## src/rtl/ack_responder_if.sv

```systemverilog
// Handshake bundle between an enable/request/ack initiator and its responder.
interface ack_responder_if #(
  parameter int unsigned DELAY_W = 4,
  parameter int unsigned CNT_W   = 8
);
  logic               active;
  logic               request;
  logic [DELAY_W-1:0] resp_delay;
  logic               ack;
  logic               busy;
  logic [CNT_W-1:0]   xact_count;
  logic               protocol_err;

  modport master (
    output active, request, resp_delay,
    input  ack, busy, xact_count, protocol_err
  );

  modport slave (
    input  active, request, resp_delay,
    output ack, busy, xact_count, protocol_err
  );
endinterface

```

## src/rtl/ack_responder_fsm.sv

```systemverilog
// Responder side of the request/ack handshake: programmable ack delay,
// transaction counting and sticky protocol-error detection.
module ack_responder_fsm #(
  parameter int unsigned DELAY_W = 4,
  parameter int unsigned CNT_W   = 8
) (
  input logic              clk,
  input logic              rst,
  ack_responder_if.slave   bus
);

  typedef enum logic [1:0] {StIdle, StDelay, StAck} state_e;

  state_e             r_state, w_state_d;
  logic [DELAY_W-1:0] r_cnt, w_cnt_d;
  logic [CNT_W-1:0]   r_xact, w_xact_d;
  logic               r_err, w_err_d;
  logic               r_ack, r_busy;

  always_ff @(posedge clk) begin
    if (rst) begin
      r_state <= StIdle;
      r_cnt   <= '0;
      r_xact  <= '0;
      r_err   <= 1'b0;
      r_ack   <= 1'b0;
      r_busy  <= 1'b0;
    end else begin
      r_state <= w_state_d;
      r_cnt   <= w_cnt_d;
      r_xact  <= w_xact_d;
      r_err   <= w_err_d;
      // Outputs registered from next state so they track the state register exactly.
      r_ack   <= (w_state_d == StAck);
      r_busy  <= (w_state_d != StIdle);
    end
  end

  always_comb begin
    w_state_d = r_state;
    w_cnt_d   = r_cnt;
    w_xact_d  = r_xact;
    w_err_d   = r_err;

    unique case (r_state)
      StIdle: begin
        if (bus.request) begin
          w_cnt_d   = bus.resp_delay;
          w_state_d = (bus.resp_delay == '0) ? StAck : StDelay;
        end
      end
      StDelay: begin
        if (!bus.request) begin
          w_err_d   = 1'b1;
          w_state_d = StIdle;
        end else if (r_cnt == DELAY_W'(1)) begin
          w_state_d = StAck;
        end else if (r_cnt != '0) begin
          w_cnt_d = r_cnt - DELAY_W'(1);
        end
      end
      StAck: begin
        if (!bus.request) begin
          w_state_d = StIdle;
          w_xact_d  = r_xact + CNT_W'(1);
        end
      end
      default: w_state_d = StIdle;
    endcase

    // Monitor only: flags the violation without altering the handshake.
    if (bus.request && !bus.active) begin
      w_err_d = 1'b1;
    end
  end

  assign bus.ack          = r_ack;
  assign bus.busy         = r_busy;
  assign bus.xact_count   = r_xact;
  assign bus.protocol_err = r_err;

endmodule

```

## src/flat_wrapper.sv

```systemverilog
// flat-port wrapper written by rule: the top's interface ports become plain ports
module ack_responder_fsm_flat 
#(
  parameter int unsigned DELAY_W = 4,
  parameter int unsigned CNT_W   = 8
)
  (clk, rst, bus_active, bus_request, bus_resp_delay, bus_ack, bus_busy, bus_xact_count, bus_protocol_err);
  ack_responder_if #(.DELAY_W(DELAY_W), .CNT_W(CNT_W)) bus_i ();
  input logic clk;
  input logic rst;
  input wire logic [$bits(bus_i.active)-1:0] bus_active;
  input wire logic [$bits(bus_i.request)-1:0] bus_request;
  input wire logic [$bits(bus_i.resp_delay)-1:0] bus_resp_delay;
  output wire logic [$bits(bus_i.ack)-1:0] bus_ack;
  output wire logic [$bits(bus_i.busy)-1:0] bus_busy;
  output wire logic [$bits(bus_i.xact_count)-1:0] bus_xact_count;
  output wire logic [$bits(bus_i.protocol_err)-1:0] bus_protocol_err;
  assign bus_i.active = bus_active;
  assign bus_i.request = bus_request;
  assign bus_i.resp_delay = bus_resp_delay;
  assign bus_ack = bus_i.ack;
  assign bus_busy = bus_i.busy;
  assign bus_xact_count = bus_i.xact_count;
  assign bus_protocol_err = bus_i.protocol_err;
  ack_responder_fsm #(.DELAY_W(DELAY_W), .CNT_W(CNT_W)) u_core (.clk(clk), .rst(rst), .bus(bus_i));
endmodule
```

## config.mk

```make
export PLATFORM = sky130hd
export DESIGN_NAME = ack_responder_fsm_flat
export DESIGN_NICKNAME = d
export VERILOG_FILES = /design/src/rtl/ack_responder_if.sv /design/src/rtl/ack_responder_fsm.sv /design/src/flat_wrapper.sv
export SDC_FILE = /design/constraint.sdc
export NUM_CORES = 1
export LEC_CHECK = 0
export ABC_CLOCK_PERIOD_IN_PS = 1300
export CORE_ASPECT_RATIO = 1.2
export CORE_MARGIN = 4
export CORE_UTILIZATION = 40
export DETAILED_ROUTE_END_ITERATION = 8
export PLACE_DENSITY = 0.74
export SETUP_SLACK_MARGIN = 0.02
export SYNTH_ARGS = -nofsm -noshare
export SYNTH_HDL_FRONTEND = slang
export SYNTH_SLANG_ARGS = --single-unit
```

## constraint.sdc

```tcl
create_clock -name clk -period 1.3 [get_ports clk]
set_input_delay 0.195 -clock clk [delete_from_list [all_inputs] [get_ports clk]]
set_output_delay 0.195 -clock clk [all_outputs]
set_load 0.01 [all_outputs]
```

# After elaboration in Yosys (flattened, before gate mapping)
# Index checks and enable logic that the tools add are counted.
dict set report totals {
  register_bits 17
  inputBits 8
  out_inout_bits 11
  word_cells 43
}
dict set report op_classes {
  addsub 2
  eq_ne 9
  n_mux 14
  n_bitwise 1
  reduce_logical 11
}
# operator count
set ops {}
lappend ops {{$mux W4} 4}
lappend ops {{$mux W2} 5}
lappend ops {{$add A8 B1 Y8 const B} 1}
lappend ops {{$pmux W4 S2} 1}
lappend ops {{$ne A2 B2 Y1 const B} 3}
lappend ops {{$pmux W2 S3} 1}
lappend ops {{$reduce_bool A2 Y1} 3}
lappend ops {{$reduce_and A5 Y1} 1}
lappend ops {{$eq A2 B2 Y1 const B} 2}
lappend ops {{$eq A4 B1 Y1 const B} 1}
lappend ops {{$logic_not A4 Y1} 1}
lappend ops {{$ne A2 B1 Y1 const B} 2}
lappend ops {{$reduce_and A2 Y1} 2}
lappend ops {{$reduce_bool A4 Y1} 1}
lappend ops {{$sub A4 B1 Y4 const B} 1}
lappend ops {{$mux W1} 3}
lappend ops {{$eq A2 B1 Y1 const B} 1}
lappend ops {{$logic_not A2 Y1} 1}
lappend ops {{$logic_and A1 B1 Y1} 1}
lappend ops {{$logic_not A1 Y1} 1}
lappend ops {{$not A1 Y1} 1}

# Logic depth before layout (Yosys ltp)
# Gate-level depths: netlist (run 1).
dict set report depth {
  word_depth 5
  ltp_mapped 6
  mapped_depth_nobuf 6
}

# Worst setup path after synthesis (run 1)
# No wires, ideal clock.
dict set report synth_path {
  kind {register to register}
  startpoint {register u_core.r_cnt[0]}
  endpoint {register u_core.r_cnt[2]}
  setup_ps 86
  t_arrival_ps 1137
  required_ps 1214
  slack_ps 78
  path_stages_with_launch 6
  n_path_buf 0
  period_less_slack_ps 1222
  path_cell_list {dfxtp_1 -> inv_1 -> ha_1 -> o211ai_2 -> o21ai_1 -> a211oi_1}
}
dict set report synth_between {
  elab_chain_len 5
  word_cells_on_any_way 10
  cone_classes {add/sub: 1; eq/ne: 3; mux: 4; reduce/logical: 2}
}
# item line_no
set synth_rtl {}
lappend synth_rtl {{start: declaration} ack_responder_fsm.sv:15} ;# logic [DELAY_W-1:0] r_cnt, w_cnt_d;
lappend synth_rtl {{start signal: assignment} ack_responder_fsm.sv:30} ;# r_cnt <= w_cnt_d;
lappend synth_rtl {{$sub A4 B1 Y4} ack_responder_fsm.sv:59} ;# w_cnt_d = r_cnt - DELAY_W'(1);
lappend synth_rtl {{$mux W4} ack_responder_fsm.sv:58} ;# end else if (r_cnt != '0) begin
lappend synth_rtl {{$mux W4} ack_responder_fsm.sv:56} ;# end else if (r_cnt == DELAY_W'(1)) begin
lappend synth_rtl {{$mux W4} ack_responder_fsm.sv:53} ;# if (!bus.request) begin
lappend synth_rtl {{$pmux W4 S2} ack_responder_fsm.sv:45} ;# unique case (r_state)
# Several ways; a longest one is shown, not always the timed one. The select of a mux whose other input is x is not followed.
# A chain may end at the register's enable or synchronous reset.

# Final worst setup path (run 1)
dict set report layout_path {
  startpoint {register u_core.r_cnt[0]}
  endpoint {register u_core.r_cnt[3]}
}
# The elaborated chain is that of the path after synthesis.

==> flow_metrics.env, run 1 <==
export IMPL_swShare=0.271
export IMPL_min_path_cells=2
export IMPL_drc=0
export IMPL_finalInstanceArea_um2=1290
export IMPL_hold_viol_final=0
export IMPL_drtPass1Iterations=4
export IMPL_ioPinCount=19
export IMPL_cp_start_kind="register"
export IMPL_grt_use_total=0.150
export IMPL_core_um2=1910
export IMPL_holdPathEnd="u_core.bus.protocol_err$_SDFFE_PP0P_"
export IMPL_synthDominantCellAreaShare=0.404
export IMPL_wire_per_inst_um=13.9
export IMPL_clk_pin_slew_ns=0.10
export IMPL_viasPerCell=5.39
export IMPL_hp_start="u_core.bus.protocol_err$_SDFFE_PP0P_"
export IMPL_synth_top_family_by_area="simple AND/OR/NAND/NOR gates"
export IMPL_synth_compound_area_frac=0.181
export IMPL_layout_commonest_cell="buf_4"
export IMPL_power_share_sequential=0.513
export IMPL_cts_root_buf="clkbuf_4"
export IMPL_grt_start_max_net_pins=10
export IMPL_num_vias=824
export IMPL_fin_nets=147
export IMPL_cts_buffers=3
export IMPL_status="complete, no violations"
export IMPL_cts_setup_buffers=0
export IMPL_yosys_warnings=0
export IMPL_synth_simple_area_share=0.226
export IMPL_period_needed_ns=1.27
export IMPL_p_sw_mw=0.298
export IMPL_initial_core_util=0.440
export IMPL_async_reset_ff_frac=0
export IMPL_tritoncts="done"
export IMPL_tightest_slew_ns=0.262
export IMPL_crit_required_ns=1.52
export IMPL_drt_iter0_drc=9
export IMPL_internal_power_mw=0.801
export IMPL_ctsLongestPathBuffers=2
export IMPL_yosys_area_share_adder=0.0594
export IMPL_drtAntennaViolNets=0
export IMPL_fillers=164
export IMPL_grt_overflow_total=0
export IMPL_clk_insertion_delay_late_ns=0.28
export IMPL_skew_ns=0.00263
export IMPL_crit_fanout=5
export IMPL_synthMuxAreaShare=0.0119
export IMPL_ys_types=37
export IMPL_instances_no_fill=153
export IMPL_vdd_drop_max_v=0.000497
export IMPL_rsz0062_at_grt="true"
export IMPL_clock_sinks=17
export IMPL_crit_arrival_ns=1.49
export IMPL_timing_rr_end="u_core.r_cnt[3]$_SDFFE_PP0P_"
export IMPL_ff_latch_area_um2=350
export IMPL_antenna_found_initial=0
export IMPL_crit_path_end_kind="register"
export IMPL_syn_nets=105
export IMPL_die_y_um=58.3
export IMPL_setup_viol=0
export IMPL_synth_ff_type="dfxtp_1"
export IMPL_area_delta_synth_final_pct=53.0
export IMPL_grt_first_pass_wirelength_um=3460
export IMPL_drive_above_1_share=0.351
export IMPL_yosysSeqAreaShare=0.404
export IMPL_r2r_cells=4
export IMPL_drt_total_wl_um=2130
export IMPL_syn_area_per_cell_um2=9.05
export IMPL_hp_class="register to register"
export IMPL_synth_area_leaders="dfxtp_1 40%, ha_1 5.9%, nor2_1 4.0%"
export IMPL_final_cell_mix="22 x buf_4, 11 x dlygate4sd2_1, 11 x dfxtp_1"
export IMPL_antennaDiodeCount=0
export IMPL_relSlewSlack=0.823
export IMPL_yosysTopAreaCell="dfxtp_1"
export IMPL_grt_pass1_vias=824
export IMPL_combPwrFrac=0.232
export IMPL_total_power_mw=1.10
export IMPL_rows=17
export IMPL_syn_inst=93
export IMPL_placed_area_um2=1190
export IMPL_dp_hpwl_um=1530
export IMPL_multiInputGateArea_um2=532
export IMPL_dp_cells=149
export IMPL_path_class="register to register"
export IMPL_hold_ws_ns=0.445
export IMPL_die_area_um2=2910
export IMPL_drv_slew=0
export IMPL_drv_cap=0
export IMPL_p_leak_nw=0.557
export IMPL_ys_seq_elements=17
export IMPL_synth_edf_count=0
export IMPL_crit_reg2reg_launch="u_core.r_cnt[0]$_SDFFE_PP0P_"
export IMPL_synth_xor_area_share=0.0624
export IMPL_clock_fmax_ghz=0.785
export IMPL_cellPowerDensity_nw_per_um2=853
export IMPL_io_buffers=18
export IMPL_fin_crit_sh=0.980
export IMPL_gp_congestion=0.869
export IMPL_reg2reg_slack_ns=0.03
export IMPL_synth_area_um2=842
export IMPL_cts_htree_levels=1
export IMPL_die_w_um=49.9
export IMPL_p_clk_frac=0.254
kinds of logic after synthesis:
family                     after synthesis
AOI/OAI and AO/OA                       21
xor gates and xnor gates                 6
adders and majority gates                4
buffers and inverters                    9
DFF                                     17
muxes                                    1
and+or+nand+nor                         35
stage by stage:
| step | setup slack [ns] | TNS [ns] | utilization |
|---|---|---|---|
| global placement | -0.206 | -2.11 | 0.620 |
| floorplan | 0.0779 | 0 | - |
| detailed placement | -0.255 | -2.73 | 0.620 |
| CTS | 0.0200 | 0 | 0.639 |
| finish | 0.0259 | 0 | 0.673 |
| global route | -0.0441 | -0.0757 | 0.673 |
worst max-delay path by stage:
stage / start / to / slack, ns / depth (start not counted)
3_3_place_gp: bus_request / u_core.r_cnt[1]$_SDFFE_PP0P_ / -0.21 / 6
4_1_cts: u_core.r_cnt[1]$_SDFFE_PP0P_ / u_core.r_cnt[3]$_SDFFE_PP0P_ / 0.02 / 5
3_5_place_dp: bus_request / u_core.bus.xact_count[6]$_SDFFE_PP0P_ / -0.25 / 5
5_1_grt: u_core.r_cnt[1]$_SDFFE_PP0P_ / u_core.r_cnt[2]$_SDFFE_PP0P_ / -0.04 / 7
6_report: u_core.r_cnt[0]$_SDFFE_PP0P_ / u_core.r_cnt[3]$_SDFFE_PP0P_ / 0.03 / 4
2_1_floorplan: u_core.r_cnt[0]$_SDFFE_PP0P_ / u_core.r_cnt[2]$_SDFFE_PP0P_ / 0.08 / 5
metal layers:
metal / global-route usage / wire length, um
met5: 0 / 0
met3: 0.0411 / 104
met2: 0.268 / 1090
met1: 0.176 / 924
met4: 0.0395 / 11
sequential cells by signal, summed over array words and instances (netlist names):
register and cells:
u_core.bus.xact_count 8, u_core.r_cnt 4, u_core.r_state 2, u_core.bus.ack 1, u_core.bus.busy 1, u_core.bus.protocol_err 1
synth_stat cells, drive strengths merged (2+ instances only):
| cell | number |
|---|---|
| a211oi | 2 |
| nand2 | 7 |
| buf | 3 |
| and3 | 2 |
| a21oi | 6 |
| nor2 | 10 |
| nand3 | 4 |
| o2111ai | 2 |
| nand4 | 3 |
| xor2 | 3 |
| dfxtp | 17 |
| nand2b | 2 |
| xnor2 | 3 |
| ha | 4 |
| inv | 6 |
| nor3 | 2 |
| o21ai | 4 |
| o211ai | 2 |
worst max-delay path: stages, from the launching register on:
cell	delay [ns]
dfxtp_4	0.39
or4_1	0.47
nand3_1	0.10
o2111ai_1	0.12
a21oi_1	0.14
power groups by stage:
stage | Clock (mW) | Combinational [mW] | Sequential [mW]
global route | 0.324 | 0.276 | 0.567
finish | 0.279 | 0.255 | 0.564
floorplan | 0 | 0.108 | 0.573
global placement | 0 | 0.222 | 0.570
CTS | 0.289 | 0.236 | 0.559
detailed placement | 0 | 0.227 | 0.570
layout make-up:
type	count	share of cell area
timing repair buffer	40	0.257
clock buffer	4	0.0204
inverter	6	0.0194
multi-input combinational	67	0.413
tap	19	0.0184
sequential	17	0.272
what timing repair did:
action | 4_1_cts | 5_1_grt
hold endpoints to repair | 0 | 0
pin swaps | 4 | 3
endpoints found under the setup margin | 16 | 8
hold buffers | 0 | 0
resized for setup | 18 | 17
cloned | 0 | 0
(Power assumes the default switching activity.)
==> run 2: changes to the inputs <==
- ABC_CLOCK_PERIOD_IN_PS: 1300 -> 1560
- PLACE_DENSITY: 0.74 -> 0.72
- clock period: 1.3 -> 1.56 ns (I/O delays scaled with it)
==> flow_metrics.env, run 2 (synthesis gave the netlist of run 1 again) <==
export IMPL_grt_start_max_net_pins=12
export IMPL_ff_latch_area_um2=347
export IMPL_hold_viol_final=0
export IMPL_crit_required_ns=1.33
export IMPL_cp_cell_sequence="clkdlybuf4s50_1"
export IMPL_internal_power_mw=0.630
export IMPL_tritoncts="done"
export IMPL_cts_htree_levels=1
export IMPL_skew_ns=0.000651
export IMPL_drtAntennaViolNets=0
export IMPL_crit_arrival_ns=1.24
export IMPL_p_sw_mw=0.226
export IMPL_combPwrFrac=0.182
export IMPL_die_w_um=49.9
export IMPL_grt_pass1_vias=778
export IMPL_initial_core_util=0.440
export IMPL_clock_fmax_ghz=0.676
export IMPL_cts_root_buf="clkbuf_4"
export IMPL_drive_above_1_share=0.169
export IMPL_cp_slowest_cell="clkdlybuf4s50_1"
export IMPL_cp_start_kind="register"
export IMPL_antennaDiodeCount=0
export IMPL_clk_pin_slew_ns=0.09
export IMPL_cellPowerDensity_nw_per_um2=772
export IMPL_grt_use_total=0.143
export IMPL_grt_first_pass_wirelength_um=3240
export IMPL_instances_no_fill=137
export IMPL_cts_buffers=3
export IMPL_power_share_sequential=0.550
export IMPL_drv_slew=0
export IMPL_relSlewSlack=0.792
export IMPL_ctsLongestPathBuffers=2
export IMPL_dp_cells=133
export IMPL_core_um2=1910
export IMPL_tightest_slew_ns=0.307
export IMPL_gp_congestion=0.827
export IMPL_ioPinCount=19
export IMPL_fin_tns_setup_ns=0
export IMPL_fillers=183
export IMPL_p_clk_frac=0.268
export IMPL_wire_per_inst_um=13.6
export IMPL_fin_nets=131
export IMPL_cp_num_buf_inv=1
export IMPL_vdd_drop_max_v=0.000461
export IMPL_final_cell_mix="18 x clkdlybuf4s50_1, 12 x dfxtp_1, 9 x nor2_1"
export IMPL_layout_setup_ws_ns=0.0817
export IMPL_swShare=0.264
export IMPL_period_needed_ns=1.48
export IMPL_drtPass1Iterations=2
export IMPL_crit_fanout=4
export IMPL_clock_sinks=17
export IMPL_drv_cap=0
export IMPL_largest_reg_flops=8
export IMPL_cts_setup_buffers=0
export IMPL_rows=17
export IMPL_multiInputGateArea_um2=464
export IMPL_viasPerCell=5.45
export IMPL_clk_insertion_delay_late_ns=0.28
export IMPL_dp_hpwl_um=1470
export IMPL_grt_overflow_total=0
export IMPL_antenna_found_initial=0
export IMPL_die_area_um2=2910
export IMPL_hold_buffers=0
export IMPL_path_class="register to output pin"
export IMPL_slowest_delay_ns=0.56
export IMPL_p_leak_nw=0.417
export IMPL_num_vias=747
export IMPL_rsz0062_at_grt="false"
export IMPL_setup_viol=0
export IMPL_area_delta_synth_final_pct=31.6
export IMPL_drc=0
export IMPL_fin_crit_sh=0.948
export IMPL_total_power_mw=0.856
export IMPL_io_buffers=18
export IMPL_status="complete, no violations"
export IMPL_drt_iter0_drc=7
export IMPL_die_y_um=58.3
export IMPL_cp_top_family="buffers and inverters"
export IMPL_drt_total_wl_um=1870
export IMPL_crit_path_end_kind="output pin"
export IMPL_pre_cts_slack_ns=-0.0920
export IMPL_hp_class="register to register"
export IMPL_layout_commonest_cell="clkdlybuf4s50_1"
==> run 2: cell count changes in the layout (fill, tap and decap cells not counted), sizes merged <==
cell	change
buf	-16
clkdlybuf4s50	+11
dlygate4sd2	-11
==> run 2: stage by stage <==
step / utilization / hold WS (ns) / area [um2]
after floorplan: - / 0.303 / 842
after global placement: 0.558 / 0.438 / 1070
after detailed placement: 0.558 / 0.443 / 1070
after CTS: 0.573 / 0.456 / 1100
after global routing: 0.579 / 0.473 / 1110
final: 0.579 / 0.451 / 1110
==> run 2: what timing repair did <==
item | in CTS | in global routing
gates cloned | 0 | 0
gates resized for setup | 2 | 4
setup endpoints to repair | 2 | 3
==> run 2: layout make-up <==
type | instances | area share
Tap cell | 19 | 0.0214
Inverter | 6 | 0.0203
Multi-Input combinational cell | 67 | 0.419
Clock buffer | 4 | 0.0237
Sequential cell | 17 | 0.313
Timing Repair Buffer | 24 | 0.203
==> run 2: worst paths after layout <==
path                                      endpoint                                   from  cells past startpoint  slack (ns)
max reg2reg  u_core.bus.xact_count[5]$_SDFFE_PP0P_           u_core.r_state[1]$_SDFF_PP0_                      3        0.21
min reg2reg   u_core.bus.protocol_err$_SDFFE_PP0P_   u_core.bus.protocol_err$_SDFFE_PP0P_                      2        0.45
min           u_core.bus.protocol_err$_SDFFE_PP0P_   u_core.bus.protocol_err$_SDFFE_PP0P_                      2        0.45
max                              bus_xact_count[4]  u_core.bus.xact_count[4]$_SDFFE_PP0P_                      1        0.08
==> run 2: routing by layer <==
layer	wire, um	vias to the layer above	share of wire	GRT usage
li1	-	382	-	-
met1	795	351	0.43	0.152
met2	997	14	0.53	0.268
met3	73	0	0.039	0.0334
met4	0	0	0	0.0593
met5	0	-	0	0
==> run 2: power groups by stage <==
stage / clock network [mW] / logic (mW) / registers, mW
after detailed placement: 0 / 0.151 / 0.480
after global placement: 0 / 0.147 / 0.480
after global routing: 0.263 / 0.172 / 0.475
after CTS: 0.239 / 0.152 / 0.470
after floorplan: 0 / 0.0897 / 0.477
final: 0.229 / 0.156 / 0.471
==> run 3: changes to the inputs <==
--- a/config.mk
+++ b/config.mk
@@ -12,3 +12,3 @@
 export DETAILED_ROUTE_END_ITERATION = 8
-export PLACE_DENSITY = 0.72
+export PLACE_DENSITY = 0.66
 export SETUP_SLACK_MARGIN = 0.02
--- a/constraint.sdc
+++ b/constraint.sdc
@@ -3,2 +3,2 @@
 set_output_delay 0.234 -clock clk [all_outputs]
-set_load 0.01 [all_outputs]
+set_load 0.005 [all_outputs]
==> flow_metrics.env, run 3 (synthesis gave the netlist of run 1 again) <==
export IMPL_p_clk_frac=0.264
export IMPL_drt_iter0_drc=9
export IMPL_drv_slew=0
export IMPL_grt_first_pass_wirelength_um=3260
export IMPL_gp_congestion=0.784
export IMPL_cts_root_buf="clkbuf_4"
export IMPL_cp_top_family="buffers and inverters"
export IMPL_rsz0062_at_grt="false"
export IMPL_crit_fanout=4
export IMPL_skew_ns=0.00544
export IMPL_swShare=0.258
export IMPL_num_vias=753
export IMPL_grt_use_total=0.143
export IMPL_cp_num_buf_inv=1
export IMPL_ctsLongestPathBuffers=2
export IMPL_drtPass1Iterations=4
export IMPL_p_leak_nw=0.417
export IMPL_grt_start_max_net_pins=10
export IMPL_cts_setup_buffers=0
export IMPL_fillers=173
export IMPL_initial_core_util=0.440
export IMPL_hold_viol_final=0
export IMPL_slowest_delay_ns=0.53
export IMPL_tritoncts="done"
export IMPL_finalInstanceArea_um2=1110
export IMPL_ioPinCount=19
export IMPL_path_class="register to output pin"
export IMPL_placed_area_um2=1070
export IMPL_internal_power_mw=0.629
export IMPL_dp_hpwl_um=1420
export IMPL_grt_overflow_total=0
export IMPL_drt_total_wl_um=1820
export IMPL_cts_buffers=3
export IMPL_area_delta_synth_final_pct=31.6
export IMPL_p_sw_mw=0.218
export IMPL_viasPerCell=5.50
export IMPL_die_w_um=49.9
export IMPL_core_um2=1910
export IMPL_power_share_sequential=0.554
export IMPL_wire_per_inst_um=13.3
export IMPL_antennaDiodeCount=0
export IMPL_die_area_um2=2910
export IMPL_cts_htree_levels=1
export IMPL_antenna_found_initial=0
export IMPL_fin_nets=131
export IMPL_crit_required_ns=1.33
export IMPL_cellPowerDensity_nw_per_um2=765
export IMPL_hold_buffers=0
export IMPL_drv_cap=0
export IMPL_grt_pass1_vias=771
export IMPL_status="complete, no violations"
export IMPL_cp_slowest_cell="clkdlybuf4s50_1"
export IMPL_final_cell_mix="18 x clkdlybuf4s50_1, 12 x dfxtp_1, 9 x nor2_1"
export IMPL_cp_start_kind="register"
export IMPL_period_needed_ns=1.43
export IMPL_fin_crit_sh=0.918
export IMPL_clock_fmax_ghz=0.698
export IMPL_combPwrFrac=0.182
export IMPL_clk_insertion_delay_late_ns=0.28
export IMPL_largest_reg_flops=8
export IMPL_total_power_mw=0.848
export IMPL_rows=17
export IMPL_relSlewSlack=0.781
export IMPL_die_y_um=58.3
export IMPL_clk_pin_slew_ns=0.09
export IMPL_crit_arrival_ns=1.20
export IMPL_vdd_drop_max_v=0.000355
export IMPL_drtAntennaViolNets=0
export IMPL_hp_class="register to register"
export IMPL_io_buffers=18
export IMPL_drive_above_1_share=0.169
export IMPL_tightest_slew_ns=0.328
export IMPL_cp_cell_sequence="clkdlybuf4s50_1"
export IMPL_layout_commonest_cell="clkdlybuf4s50_1"
export IMPL_setup_viol=0
export IMPL_clock_sinks=17
export IMPL_drc=0
export IMPL_crit_path_end_kind="output pin"
run 3: cell counts in the layout (fill, tap and decap cells not counted):
Identical to the previous run, type by type.
run 3: power by group through the flow:
stage               Sequential (mW)  Combinational [mW]  Clock (mW)
floorplan                     0.475              0.0897           0
global placement              0.479               0.145           0
detailed placement            0.480               0.148           0
CTS                           0.470               0.149       0.237
global route                  0.472               0.171       0.256
finish                        0.470               0.154       0.224
run 3: final cells by class:
cell class,count,area (um2),area share
sequential,17,347,0.313
timing repair buffer,24,225,0.203
clock buffer,4,26.3,0.0237
multi-input combinational,67,464,0.419
inverter,6,22.5,0.0203
tap,19,23.8,0.0214
run 3: worst register-to-register path, stage by stage (launching register included):
cell and delay, ns:
dfxtp_1 0.35, inv_1 0.09, ha_1 0.24, o211ai_4 0.26
o21ai_1 0.10, a211oi_1 0.24
run 3: metal layers:
layer,track usage,share of wire,up-vias
li1,-,-,382
met3,0.0334,0.037,2
met4,0.0632,0.0093,0
met2,0.253,0.51,15
met5,0,0,-
met1,0.161,0.44,354
run 3: through the flow:
step / setup WS [ns] / hold WS (ns) / utilization / instances / setup TNS [ns]
floorplan: 0.338 / 0.303 / - / 93 / 0
global placement: -0.0494 / 0.436 / 0.558 / 133 / -0.168
detailed placement: -0.0907 / 0.451 / 0.558 / 133 / -0.379
CTS: 0.0645 / 0.466 / 0.573 / 137 / 0
global route: 0.0561 / 0.503 / 0.579 / 137 / 0
finish: 0.128 / 0.467 / 0.579 / 137 / 0
run 3: path summary, 6_finish.rpt:
| kind | start | end | slack [ns] | cells past startpoint |
|---|---|---|---|---|
| worst max-delay path | u_core.bus.xact_count[4]$_SDFFE_PP0P_ | bus_xact_count[4] | 0.13 | 1 |
| worst min-delay path | u_core.bus.protocol_err$_SDFFE_PP0P_ | u_core.bus.protocol_err$_SDFFE_PP0P_ | 0.47 | 2 |
| worst max register to register | u_core.r_cnt[1]$_SDFFE_PP0P_ | u_core.r_cnt[2]$_SDFFE_PP0P_ | 0.18 | 5 |
| worst min register to register | u_core.bus.protocol_err$_SDFFE_PP0P_ | u_core.bus.protocol_err$_SDFFE_PP0P_ | 0.47 | 2 |
run 3: what timing repair did:
item / CTS / global route
cloned: 0 / 0
gates resized for setup: 2 / 4
setup endpoints to repair: 2 / 3
hold endpoints to repair: 0 / 0
